### config.mk
export PLATFORM = sky130hd
export DESIGN_NAME = dmem_arbiter
export DESIGN_NICKNAME = d
export VERILOG_FILES = /design/src/rtl/riscv_pkg.sv /design/src/rtl/dmem_arb_check.sv /design/src/rtl/dmem_arbiter.sv
export SDC_FILE = /design/constraint.sdc
export NUM_CORES = 1
export LEC_CHECK = 0
export ABC_AREA = 1
export BUFFER_PORTS_ARGS = -buffer_cell sky130_fd_sc_hd__buf_2
export CAP_MARGIN = 25
export CORE_AREA = 2 2 144 146
export CTS_CLUSTER_SIZE = 24
export DETAILED_ROUTE_END_ITERATION = 10
export DIE_AREA = 0 0 146 148
export SLEW_MARGIN = 20
export SYNTH_ARGS = -nofsm -noshare
export SYNTH_HDL_FRONTEND = slang
export SYNTH_SLANG_ARGS = --single-unit
export TNS_END_PERCENT = 100
### constraint.sdc
create_clock -name clk -period 1.44 [get_ports clk]
set_clock_uncertainty 0.05 [all_clocks]
set_input_delay 0.144 -clock clk [delete_from_list [all_inputs] [get_ports clk]]
set_output_delay 0.144 -clock clk [all_outputs]
set_load 0.01 [all_outputs]
### src/rtl/riscv_pkg.sv
// ---------------------------------------------------------------------------
// riscv_pkg
// Shared definitions for the data-memory arbiter slice.
//   - BYTE / HALF_WORD / WORD : load/store size encoding (2'b11 is illegal)
//   - dmem_arb_state_e        : arbiter FSM states
//   - dmem_req_t              : one requester's access fields, used both for
//                               the winner mux and for the response latch
// ---------------------------------------------------------------------------
package riscv_pkg;

    localparam logic [1:0] BYTE      = 2'b00;
    localparam logic [1:0] HALF_WORD = 2'b01;
    localparam logic [1:0] WORD      = 2'b10;

    typedef enum logic {
        IDLE = 1'b0,
        RESP = 1'b1
    } dmem_arb_state_e;

    typedef struct packed {
        logic [31:0] addr;
        logic [1:0]  size;
        logic        wr;
        logic [31:0] wr_data;
        logic        zero_extnd;
    } dmem_req_t;

endpackage

### src/rtl/dmem_arb_check.sv
// ---------------------------------------------------------------------------
// dmem_arb_check
// Combinational legality checker for a single data-memory access.
//   addr         in  32  byte address
//   size         in  2   BYTE / HALF_WORD / WORD
//   misaligned   out 1   access not naturally aligned, or illegal size code
//   out_of_range out 1   address at or beyond 4*DMEM_WORDS bytes
// ---------------------------------------------------------------------------
module dmem_arb_check
    import riscv_pkg::*;
#(
    parameter int DMEM_WORDS = 1024
) (
    input  logic [31:0] addr,
    input  logic [1:0]  size,
    output logic        misaligned,
    output logic        out_of_range
);

    // One extra bit so that a memory filling the whole 4 GiB space cannot
    // wrap the limit to zero.
    localparam logic [32:0] BYTE_LIMIT = 33'(DMEM_WORDS) * 33'd4;

    always_comb begin
        misaligned = 1'b0;
        unique case (size)
            BYTE:      misaligned = 1'b0;
            HALF_WORD: misaligned = addr[0];
            WORD:      misaligned = (addr[1:0] != 2'b00);
            default:   misaligned = 1'b1;
        endcase
    end

    assign out_of_range = ({1'b0, addr} >= BYTE_LIMIT);

endmodule

### src/rtl/dmem_arbiter.sv
// ---------------------------------------------------------------------------
// dmem_arbiter
// Shares the single-ported data memory between requester 0 (core LSU) and
// requester 1 (debug/DMA). One access is accepted per IDLE cycle; the
// following RESP cycle returns the response while the latched address, size
// and extend select keep the memory's combinational lane extraction valid
// for its registered read word.
//
// Ports:
//   clk, reset_n          clock, synchronous active-low reset
//   req_i/addr_i/size_i/wr_i/wr_data_i/zero_extnd_i   per-requester access
//   gnt_o                 one-hot accept, combinational in the request cycle
//   rvalid_o              one-hot response valid, cycle after the grant
//   rdata_o, err_o        shared response bus, qualified by rvalid_o
//   mem_*_o, mem_rd_data_i  data memory interface
//
// Configuration macro: DMEM_ARB_ROUND_ROBIN_EN
//   defined   - round-robin priority using a last-granted pointer
//   undefined - fixed priority, requester 0 always wins
// ---------------------------------------------------------------------------
module dmem_arbiter
    import riscv_pkg::*;
#(
    parameter int DMEM_WORDS = 1024,
    parameter int NUM_REQ    = 2
) (
    input  logic                     clk,
    input  logic                     reset_n,
    input  logic [NUM_REQ-1:0]       req_i,
    input  logic [NUM_REQ-1:0][31:0] addr_i,
    input  logic [NUM_REQ-1:0][1:0]  size_i,
    input  logic [NUM_REQ-1:0]       wr_i,
    input  logic [NUM_REQ-1:0][31:0] wr_data_i,
    input  logic [NUM_REQ-1:0]       zero_extnd_i,
    output logic [NUM_REQ-1:0]       gnt_o,
    output logic [NUM_REQ-1:0]       rvalid_o,
    output logic [31:0]              rdata_o,
    output logic                     err_o,
    output logic                     mem_req_o,
    output logic [31:0]              mem_addr_o,
    output logic [1:0]               mem_byte_en_o,
    output logic                     mem_wr_o,
    output logic [31:0]              mem_wr_data_o,
    output logic                     mem_zero_extnd_o,
    input  logic [31:0]              mem_rd_data_i
);

    // The winner logic below is written for exactly two requesters.
    if (NUM_REQ != 2) begin : g_num_req_check
        $error("dmem_arbiter supports NUM_REQ == 2 only");
    end

    dmem_arb_state_e state, state_next;
    dmem_req_t       req_q;
    logic            err_q;
    logic            winner_q;

    dmem_req_t       win_req;
    logic            winner;
    logic            any_req;
    logic            misaligned;
    logic            out_of_range;
    logic            legal;

`ifdef DMEM_ARB_ROUND_ROBIN_EN
    logic            rr_ptr;

    // With both requesting, the one not granted last time goes first.
    always_comb begin
        winner = req_i[1];
        if (req_i == 2'b11) begin
            winner = ~rr_ptr;
        end
    end
`else
    // Requester 0 wins whenever it asks.
    always_comb begin
        winner = ~req_i[0];
    end
`endif

    assign any_req = |req_i;

    // Select the winning requester's access fields.
    always_comb begin
        win_req.addr       = addr_i[winner];
        win_req.size       = size_i[winner];
        win_req.wr         = wr_i[winner];
        win_req.wr_data    = wr_data_i[winner];
        win_req.zero_extnd = zero_extnd_i[winner];
    end

    dmem_arb_check #(
        .DMEM_WORDS   (DMEM_WORDS)
    ) u_check (
        .addr         (win_req.addr),
        .size         (win_req.size),
        .misaligned   (misaligned),
        .out_of_range (out_of_range)
    );

    assign legal = ~misaligned & ~out_of_range;

    // State register plus the response latch. The latch is loaded in every
    // grant cycle, legal or not, so RESP always knows who to answer.
    always_ff @(posedge clk) begin
        if (!reset_n) begin
            state    <= IDLE;
            req_q    <= '0;
            err_q    <= 1'b0;
            winner_q <= 1'b0;
`ifdef DMEM_ARB_ROUND_ROBIN_EN
            rr_ptr   <= 1'b1;
`endif
        end else begin
            state <= state_next;
            if (state == IDLE && any_req) begin
                req_q    <= win_req;
                err_q    <= ~legal;
                winner_q <= winner;
`ifdef DMEM_ARB_ROUND_ROBIN_EN
                rr_ptr   <= winner;
`endif
            end
        end
    end

    // Next state and all outputs. Everything is forced quiet while reset_n
    // is low so a response in flight is dropped rather than delivered.
    always_comb begin
        state_next       = state;
        gnt_o            = '0;
        rvalid_o         = '0;
        rdata_o          = '0;
        err_o            = 1'b0;
        mem_req_o        = 1'b0;
        mem_addr_o       = '0;
        mem_byte_en_o    = '0;
        mem_wr_o         = 1'b0;
        mem_wr_data_o    = '0;
        mem_zero_extnd_o = 1'b0;

        if (reset_n) begin
            unique case (state)
                IDLE: begin
                    if (any_req) begin
                        gnt_o[winner] = 1'b1;
                        state_next    = RESP;
                        if (legal) begin
                            mem_req_o        = 1'b1;
                            mem_addr_o       = win_req.addr;
                            mem_byte_en_o    = win_req.size;
                            mem_wr_o         = win_req.wr;
                            mem_wr_data_o    = win_req.wr_data;
                            mem_zero_extnd_o = win_req.zero_extnd;
                        end
                    end
                end
                RESP: begin
                    // Keep the lane-select fields stable for the memory's
                    // extraction of its registered read word.
                    mem_addr_o         = req_q.addr;
                    mem_byte_en_o      = req_q.size;
                    mem_wr_data_o      = req_q.wr_data;
                    mem_zero_extnd_o   = req_q.zero_extnd;
                    rvalid_o[winner_q] = 1'b1;
                    err_o              = err_q;
                    if (!req_q.wr && !err_q) begin
                        rdata_o = mem_rd_data_i;
                    end
                    state_next = IDLE;
                end
                default: state_next = IDLE;
            endcase
        end
    end

endmodule

==> reports/results.tsv <==
stage	metric	value	unit
power_and_ir_drop	LEAKAGE	0.00473	uW
hold_path	Hold/Removal Path Class	in -> reg	
yosys	Mapped Area	0.00494	sq mm
timing	Worst-Margin Slew	0.491	ns
power_and_ir_drop	Design Power	6360	uW
clock_tree	CTS tree	done	
clock_tree	Inserted Clock Buffers	9	
global_route	GR Util met1	21.5	%
global_route	GR met3 Demand/Resource	4.14	%
flow_run	total of max-cap violations	0	
global_route	largest net degree at the start of global routing	46	
yosys	Post-Syn Nets	1030	
outcome	run status	finished with violations	
finish	share of layout cells above drive strength 1	39.7	%
detailed_routing	DRC viols	0	
setup_path	WS Path Type	reg -> out	
placement	IO buf count	277	
yosys	Yosys reg bits	71	
finish	Antenna Cells	0	
global_route	all-layer global routing usage	19.1	%
finish	post-layout net count	1381	
yosys	Cells after Synth	858	
finish	fin cells	1484	
timing	Slew headroom	67.3	%
timing	final setup vio count	106	
detailed_routing	routed vias	6557	
clock_tree	Clock Sinks	71	
timing	setup tns final	-19.78	ns
clock_tree	H-Tree Depth	3	
finish	utilization after layout	42.6	%
yosys	sequential-to-total area share from yosys stat	28.7	%
global_route	met2 Use GR	35.3	%
setup_path	CP Capture Type	primary output	
floorplan	Starting Density	24.7	%
power_and_ir_drop	pwr/cell area	745	mW/mm^2
detailed_routing	First-pass DRT Iterations	5	
detailed_routing	via density per instance	4.42	
timing	RSZ-0062 raised after global routing	yes	
timing	post-route minimum period	1.74	ns
placement	RePlAce Congestion	0.777	
floorplan	Core ar.	0.0200	sq mm
placement	HPWL after DPL	13.6	mm
power_and_ir_drop	Peak VDD IR	0.000531	V
clock_tree	Clock Root Buffer	clkbuf_16	
timing	FMAX	0.576	GHz
global_route	initial antenna violation count	1	
finish	most frequent cells in the layout	nand2_1 (295), buf_2 (260), nor2_1 (150)	
placement	DP Cell Count	1425	
global_route	global route total overflow	0	
finish	commonest non-fill, non-tap cell in the layout	nand2_1	
floorplan	cell row count	52	
detailed_routing	Post-DRT Antenna Nets	0	
detailed_routing	Iter 0 DRT Violations	224	
floorplan	die width	146	um
clock_tree	Clk Latency, worst-skew pair	0.34	ns
timing	Slew Viols, Final	0	
clock_tree	clk buf depth	2	
global_route	GR peak layer	met2	
setup_path	critical path required time	1.25	ns
floorplan	Die Y	148	um
setup_path	peak fanout along the critical path	9	
timing	worst setup margin	-0.296	ns
yosys	Mapped Avg Cell Area	5.76	sq um
floorplan	die area	0.0216	sq mm
setup_path	Startpoint Class	flip-flop	
timing	endpoints failing hold	0	
global_route	global-route wire length before repair	32.7	mm
setup_path	critical path arrival	1.54	ns
timing	Worst Hold Slack	0.0989	ns
yosys	Yosys warning count	0	
clock_tree	Reg clk slew, reported paths	0.06	ns
global_route	vias in the first global route	6447	
outcome	violated checks	negative setup slack	
finish	Layout area overhead	72.8	%
yosys	Synth cell types	21	
floorplan	Top Ports	278	
clock_tree	hold-fix buffer count after cts	0	
detailed_routing	final wirelength	21.5	mm
timing	fin crit share	121	%
detailed_routing	Avg WL per Cell	14.5	um
cell families after synthesis:
family	share of synthesized area, %
buf+inv	14.5
flops	28.7
mux	2.23
simple gates	43.5
compound gates	11.0
metal layers:
metal,up-vias,wire (um)
li1,3396,-
met1,2893,8870
met2,241,10900
met3,27,1360
met4,0,427
met5,-,0
state kept, by name, indices dropped and copies added, names as in the netlist:
| name | cells |
|---|---|
| err_q | 1 |
| req_q | 68 |
| winner_q | 1 |
| state | 1 |
layout make-up:
class,count,area [sq um]
fillers,2122,11500
well taps,270,338
inverters,94,370
clock inverters,6,45.0
repair buffers,406,3060
multi-input cells,624,3030
clock buffers,10,239
flip-flops and latches,71,1420
repair inverters,3,41.3
power by group:
| group | internal (uW) | leakage [uW] | switching [uW] |
|---|---|---|---|
| logic | 941 | 0.00401 | 1000 |
| clock network | 1220 | 0.000131 | 950 |
| registers | 2160 | 0.000591 | 92.2 |
| total | 4320 | 0.00473 | 2050 |
stage by stage:
step | setup slack [ns] | area, sq um
finish | -0.296 | 8540
global route | -0.422 | 8540
CTS | -0.333 | 8340
detailed placement | -0.578 | 7150
global placement | -0.566 | 7150
floorplan | -0.0719 | 4970
synthesized netlist by cell type:
cell type  number  area, sq um
nand2_1       315         1180
buf_6           5         56.3
clkbuf_1       27          101
inv_4           1         6.26
o21ai_1         7         35.0
dfxtp_1        71         1420
inv_1          90          338
nor2_2          4         25.0
a21oi_1        10         50.1
nand4_1        47          294
nor2_4          1         11.3
inv_2           3         11.3
nor3_1          1         5.00
nand3_1         2         10.0
or2_2           2         12.5
buf_1           4         15.0
mux2i_1        11          110
buf_2          23          115
nor2_1        163          612
a211oi_1       61          458
buf_4          10         75.1
critical path, cell delays in order, from the launching register on:
cell and delay (ns):
dfxtp_2 0.34, nor2_4 0.11, inv_4 0.09, bufbuf_16 0.28, nor2_1 0.09, nand4_1 0.10, nand2_1 0.07, buf_2 0.12
final timing paths:
path / from / endpoint / slack, ns / cells past startpoint
hold reg to reg: req_q[34] / req_q[34] / 0.41 / 2
hold / removal: addr_i[48] / req_q[52] / 0.1 / 3
setup reg to reg: state / req_q[14] / 0.15 / 5
setup / recovery: state / mem_wr_data_o[13] / -0.30 / 7
what timing repair did:
| item | CTS | global route |
|---|---|---|
| setup endpoints to repair | 112 | 123 |
| buffers inserted | 29 | 3 |
| resized for setup | 84 | 39 |
| gates cloned | 14 | 8 |
| pin swaps | 19 | 18 |
No activity file was read; power rests on OpenSTA's default activity.
